### src/rtl/fas_pkg.sv
// fas_pkg: shared constants, state encoding and bin word layout for fft_peak_detect
package fas_pkg;
  localparam int DW = 16;
  localparam int NBIN = 16;
  localparam int REAL_MSB = 31;
  localparam int REAL_LSB = 16;
  localparam int IMAG_MSB = 15;
  localparam int IMAG_LSB = 0;
  typedef enum logic [1:0] {
    IDLE = 2'd0,
    SCAN = 2'd1,
    REPORT = 2'd2
  } state_t;
endpackage

### src/rtl/fft_peak_detect_if.sv
// fft_peak_detect_if: FFT frame bus in, peak report out
interface fft_peak_detect_if;
  logic fft_valid;
  logic [31:0] fft_d0, fft_d1, fft_d2, fft_d3, fft_d4, fft_d5, fft_d6, fft_d7;
  logic [31:0] fft_d8, fft_d9, fft_d10, fft_d11, fft_d12, fft_d13, fft_d14, fft_d15;
  logic busy;
  logic done;
  logic [3:0] freq;
  logic [31:0] peak_mag;
  logic overrun;
  modport master (
    output fft_valid, fft_d0, fft_d1, fft_d2, fft_d3, fft_d4, fft_d5, fft_d6, fft_d7,
           fft_d8, fft_d9, fft_d10, fft_d11, fft_d12, fft_d13, fft_d14, fft_d15,
    input busy, done, freq, peak_mag, overrun
  );
  modport slave (
    input fft_valid, fft_d0, fft_d1, fft_d2, fft_d3, fft_d4, fft_d5, fft_d6, fft_d7,
          fft_d8, fft_d9, fft_d10, fft_d11, fft_d12, fft_d13, fft_d14, fft_d15,
    output busy, done, freq, peak_mag, overrun
  );
endinterface

### src/rtl/mag_sq.sv
// mag_sq: unsigned re^2 + im^2; the -32768 corner sums to exactly 2^31
module mag_sq
  import fas_pkg::*;
(
  input  logic signed [DW-1:0] re,
  input  logic signed [DW-1:0] im,
  output logic [31:0] mag
);
  logic signed [2*DW-1:0] rr, ii;
  assign rr = re * re;
  assign ii = im * im;
  assign mag = $unsigned(rr) + $unsigned(ii);
endmodule

### src/rtl/fft_peak_detect.sv
// fft_peak_detect: latches a 16-bin frame, scans one bin per cycle, reports the strongest bin
module fft_peak_detect
  import fas_pkg::*;
(
  input logic clk,
  input logic rst,
  fft_peak_detect_if.slave fft
);
  state_t state_q, state_d;
  logic [31:0] bank [NBIN];
  logic [31:0] din [NBIN];
  logic [3:0] k, best_idx, nb_idx, freq_q;
  logic [31:0] best_mag, nb_mag, mag, peak_q;
  logic done_q, ovr_q, scan, take, capture, last;
  assign din = '{fft.fft_d0, fft.fft_d1, fft.fft_d2, fft.fft_d3, fft.fft_d4, fft.fft_d5,
                 fft.fft_d6, fft.fft_d7, fft.fft_d8, fft.fft_d9, fft.fft_d10, fft.fft_d11,
                 fft.fft_d12, fft.fft_d13, fft.fft_d14, fft.fft_d15};
  assign scan = state_q == SCAN;
  assign last = k == 4'(NBIN - 1);
  mag_sq u_mag (
    .re (bank[k][REAL_MSB:REAL_LSB]),
    .im (bank[k][IMAG_MSB:IMAG_LSB]),
    .mag(mag)
  );
  // REPORT accepts a new frame too, so only SCAN refuses the strobe
  always_comb begin
    capture = fft.fft_valid && !scan;
    take = k == 4'd0 || mag > best_mag;
    nb_mag = take ? mag : best_mag;
    nb_idx = take ? k : best_idx;
    state_d = scan ? (last ? REPORT : SCAN) : (capture ? SCAN : IDLE);
  end
  always_ff @(posedge clk or posedge rst)
    if (rst) state_q <= IDLE;
    else state_q <= state_d;
  // result registers load on the final scan edge so done is visible in the REPORT cycle
  always_ff @(posedge clk or posedge rst)
    if (rst) begin
      bank <= '{default: '0};
      k <= '0;
      best_idx <= '0;
      best_mag <= '0;
      freq_q <= '0;
      peak_q <= '0;
      done_q <= 1'b0;
      ovr_q <= 1'b0;
    end else begin
      if (capture) begin
        bank <= din;
        k <= '0;
      end else if (scan) begin
        k <= k + 4'd1;
        best_mag <= nb_mag;
        best_idx <= nb_idx;
      end
      if (scan && last) begin
        freq_q <= nb_idx;
        peak_q <= nb_mag;
      end
      done_q <= scan && last;
      ovr_q <= scan && fft.fft_valid;
    end
  assign fft.busy = scan;
  assign fft.done = done_q;
  assign fft.freq = freq_q;
  assign fft.peak_mag = peak_q;
  assign fft.overrun = ovr_q;
endmodule

### src/flat_wrapper.sv
// flat-port wrapper written by rule: the top's interface ports become plain ports
module fft_peak_detect_flat import fas_pkg::*;
  (clk, rst, fft_fft_valid, fft_fft_d0, fft_fft_d1, fft_fft_d2, fft_fft_d3, fft_fft_d4, fft_fft_d5, fft_fft_d6, fft_fft_d7, fft_fft_d8, fft_fft_d9, fft_fft_d10, fft_fft_d11, fft_fft_d12, fft_fft_d13, fft_fft_d14, fft_fft_d15, fft_busy, fft_done, fft_freq, fft_peak_mag, fft_overrun);
  fft_peak_detect_if fft_i ();
  input logic clk;
  input logic rst;
  input wire logic [$bits(fft_i.fft_valid)-1:0] fft_fft_valid;
  input wire logic [$bits(fft_i.fft_d0)-1:0] fft_fft_d0;
  input wire logic [$bits(fft_i.fft_d1)-1:0] fft_fft_d1;
  input wire logic [$bits(fft_i.fft_d2)-1:0] fft_fft_d2;
  input wire logic [$bits(fft_i.fft_d3)-1:0] fft_fft_d3;
  input wire logic [$bits(fft_i.fft_d4)-1:0] fft_fft_d4;
  input wire logic [$bits(fft_i.fft_d5)-1:0] fft_fft_d5;
  input wire logic [$bits(fft_i.fft_d6)-1:0] fft_fft_d6;
  input wire logic [$bits(fft_i.fft_d7)-1:0] fft_fft_d7;
  input wire logic [$bits(fft_i.fft_d8)-1:0] fft_fft_d8;
  input wire logic [$bits(fft_i.fft_d9)-1:0] fft_fft_d9;
  input wire logic [$bits(fft_i.fft_d10)-1:0] fft_fft_d10;
  input wire logic [$bits(fft_i.fft_d11)-1:0] fft_fft_d11;
  input wire logic [$bits(fft_i.fft_d12)-1:0] fft_fft_d12;
  input wire logic [$bits(fft_i.fft_d13)-1:0] fft_fft_d13;
  input wire logic [$bits(fft_i.fft_d14)-1:0] fft_fft_d14;
  input wire logic [$bits(fft_i.fft_d15)-1:0] fft_fft_d15;
  output wire logic [$bits(fft_i.busy)-1:0] fft_busy;
  output wire logic [$bits(fft_i.done)-1:0] fft_done;
  output wire logic [$bits(fft_i.freq)-1:0] fft_freq;
  output wire logic [$bits(fft_i.peak_mag)-1:0] fft_peak_mag;
  output wire logic [$bits(fft_i.overrun)-1:0] fft_overrun;
  assign fft_i.fft_valid = fft_fft_valid;
  assign fft_i.fft_d0 = fft_fft_d0;
  assign fft_i.fft_d1 = fft_fft_d1;
  assign fft_i.fft_d2 = fft_fft_d2;
  assign fft_i.fft_d3 = fft_fft_d3;
  assign fft_i.fft_d4 = fft_fft_d4;
  assign fft_i.fft_d5 = fft_fft_d5;
  assign fft_i.fft_d6 = fft_fft_d6;
  assign fft_i.fft_d7 = fft_fft_d7;
  assign fft_i.fft_d8 = fft_fft_d8;
  assign fft_i.fft_d9 = fft_fft_d9;
  assign fft_i.fft_d10 = fft_fft_d10;
  assign fft_i.fft_d11 = fft_fft_d11;
  assign fft_i.fft_d12 = fft_fft_d12;
  assign fft_i.fft_d13 = fft_fft_d13;
  assign fft_i.fft_d14 = fft_fft_d14;
  assign fft_i.fft_d15 = fft_fft_d15;
  assign fft_busy = fft_i.busy;
  assign fft_done = fft_i.done;
  assign fft_freq = fft_i.freq;
  assign fft_peak_mag = fft_i.peak_mag;
  assign fft_overrun = fft_i.overrun;
  fft_peak_detect u_core (.clk(clk), .rst(rst), .fft(fft_i));
endmodule
### config.mk
export PLATFORM = sky130hd
export DESIGN_NAME = fft_peak_detect_flat
export DESIGN_NICKNAME = d
export VERILOG_FILES = /design/src/rtl/fas_pkg.sv /design/src/rtl/fft_peak_detect_if.sv /design/src/rtl/mag_sq.sv /design/src/rtl/fft_peak_detect.sv /design/src/flat_wrapper.sv
export SDC_FILE = /design/constraint.sdc
export NUM_CORES = 2
export LEC_CHECK = 0
export BUFFER_PORTS_ARGS = -buffer_cell sky130_fd_sc_hd__buf_2
export CAP_MARGIN = 25
export CELL_PAD_IN_SITES_DETAIL_PLACEMENT = 1
export CELL_PAD_IN_SITES_GLOBAL_PLACEMENT = 2
export CORE_UTILIZATION = 44
export DETAILED_ROUTE_END_ITERATION = 10
export PLACE_DENSITY = 0.9
export RECOVER_POWER = 25
export SLEW_MARGIN = 20
export SYNTH_ARGS = -nofsm -noshare
export SYNTH_HDL_FRONTEND = slang
export SYNTH_SLANG_ARGS = --single-unit
export TNS_END_PERCENT = 5
### constraint.sdc
create_clock -name clk -period 31.1 [get_ports clk]
set_clock_uncertainty 0.15 [all_clocks]
set_input_delay 1.555 -clock clk [delete_from_list [all_inputs] [get_ports clk]]
set_output_delay 1.555 -clock clk [all_outputs]
set_load 0.005 [all_outputs]
==> results.tsv <==
metric	value	unit
largest net degree at the start of global routing	191	
Critical Path Source Type	flip-flop	
net count reported at finish	5300	
hold endpoint	u_core.fft.peak_mag[13]	
non-filler cells, final	5497	
syn nets	4791	
Via density	5.38	
setup violators final	0	
Slowest cell on crit path	dfrtp_1	
WL met2	74200	um
synthesis-stage register bit count	591	
die height	319	um
WP data arrival	16.25	ns
largest area contributor in the netlist	dfrtp_1	
antenna-violating nets left	0	
Max Clock Freq	63.0	MHz
most frequent cells after synthesis	707 x inv_1, 591 x dfrtp_1, 549 x mux2_2	
initial antenna violation count	92	
setup bufs post-CTS	0	
Placed Cells	5308	
htree depth	3	
CTS tree	built	
layout cells sized above 1	34.1	%
Syn Std Cell Area	0.0443	mm2
sequential area share after synthesis	33.4	%
Hold Path Origin	u_core.fft.peak_mag[13]	
first-pass GRT wire length	213000	um
RSZ-0062 raised after global routing	no	
post-CTS sizing	0	
Via Count	29600	
Yosys Warn Count	0	
slew margin rel.	-266	%
most common cell in the netlist	inv_1	
worst skew pair latency	0.63	ns
final hold violation count	0	
crit-path max FO	39	
CP peak stage delay	2.06	ns
post-synth top area share	33.4	%
initial core utilization	44.3	%
CP Class	reg2reg	
Synth Flop Type	dfrtp_1	
row cnt	116	
DR top layer	met5	
HP Class	reg2reg	
Layout area overhead	14.7	%
TNS Setup	0	ns
cts bufs inserted	66	
worst-case clock buffer depth	3	
grt total ovfl	0	
die width	319	um
Root Driver	clkbuf_16	
status	complete, but fails checks	
R2R cell count	37	
Metal-1 WL	52500	um
flop2flop setup slack	15.21	ns
Clk pin slew, worst setup/hold paths	0.06	ns
Slew Viols, Final	394	
initial drt markers	1562	
Hold Path Cell Cnt	2	
DR WL/cell	25.8	um
CTS sink cnt	591	
FF-to-FF Start	u_core.k[0]	
worst r2r dst	u_core.best_mag[2]	
worst slew pin tran	5.45	ns
Port Buffers	553	
met3 WL	8010	um
failing checks	max-capacitance violations, max-slew violations	
mean post-synth cell area	12.4	um2
# DRC	0	
Critical Path Sink Type	flip-flop	
ys async rst share	100	%
Core Region	0.0999	mm2
final worst-path cycle share	51.1	%
die area	0.102	mm2
I/O pin count	554	
CP most frequent cell	fa_1	
Synth area leaders	dfrtp_1 33%, fa_1 24%, mux2_2 14%	
Critical Path RT	31.46	ns
Cells after Synth	3572	
number of synthesized flops with an enable pin	0	
HPWL Detailed	110000	um
Placer Congestion	0.886	
overall global routing resource usage	28.1	%
number of max-cap violations	6	
CTS Hold Buffers Added	0	
number of global-route vias before repair	34200	
routed wire length	142000	um
FILL cells	10600	
first drt pass iteration count	5	
post-synth cell types	62	
Period minus WS final	15.89	ns
layout make-up:
cell class	instances	area, um2	area share (%)
clock buffer	90	1850	3.64
timing repair buffer	589	3070	6.05
clock inverter	27	402	0.790
multi-input combinational	2113	26200	51.5
inverter	720	2700	5.32
antenna	69	173	0.340
sequential	591	14800	29.1
tap	1298	1620	3.20
registers in the layout (all words and copies together) (netlist names):
register and count:
u_core.k 4, u_core.best_idx 4, u_core.fft.freq 4, u_core.best_mag 32
u_core.fft.peak_mag 32, u_core.bank 512, u_core.fft.done 1, u_core.state_q 1
u_core.fft.overrun 1
worst max-delay path, delay by kind of cell, from the launching register on:
family | cells | cell delay [ns]
flip-flops | 1 | 2.06
multiplexers | 3 | 1.69
adder cells (fa/ha/maj) | 10 | 5.27
buffers and inverters | 10 | 3.01
AO/OA/AOI/OAI | 6 | 1.49
AND/OR/NAND/NOR | 8 | 1.96
logic make-up after synthesis:
family,share of synthesized area (%)
AOI/OAI and AO/OA,2.48
xor gates and xnor gates,1.07
adders and majority gates,28.7
buffers and inverters,7.50
DFF,33.4
muxes,22.6
and+or+nand+nor,4.22
through the flow:
step / hold slack [ns] / utilization [%] / setup slack [ns] / area (um2)
global route: 0.360 / 50.9 / 14.35 / 50800
CTS: 0.332 / 50.7 / 16.31 / 50600
finish: 0.329 / 50.9 / 15.21 / 50800
global placement: 0.307 / 48.4 / 16.77 / 48400
detailed placement: 0.319 / 48.4 / 16.37 / 48400
floorplan: 0.314 / - / 12.86 / 44300
metal layers:
metal  vias to the layer above  track usage (%)
li1                      12600                -
met1                     15800             32.7
met2                       836             48.9
met3                       327             6.29
met4                        54             13.5
met5                         -                0
worst max path at each step:
stage,start,endpoint,slack (ns)
5_1_grt,u_core.k[0],u_core.best_mag[18],14.35
3_3_place_gp,u_core.k[1],u_core.best_idx[3],16.77
2_1_floorplan,rst,u_core.bank[0],12.86
3_5_place_dp,u_core.k[1],u_core.best_mag[2],16.37
4_1_cts,u_core.k[1],u_core.best_mag[18],16.31
6_report,u_core.k[0],u_core.best_mag[2],15.21
cells in the final DEF, fill, tap and decap left out, drive strengths merged, types with 9 or more instances in the layout:
master,n
inv,715
dfrtp,591
buf,584
mux2,563
fa,520
nand2,212
ha,184
mux4,145
nor2,140
clkbuf,95
diode,69
o21ai,53
xnor2,43
mux2i,41
and2,28
a21oi,27
clkinv,24
o21a,20
nor3,16
a31oi,12
nor2b,12
xor2,11
nand3,10
nand4,10
a21o,9
Power is left out: the tool's default activity adds up to more than one toggle a clock period on the data nets, which glitch-free logic cannot reach.
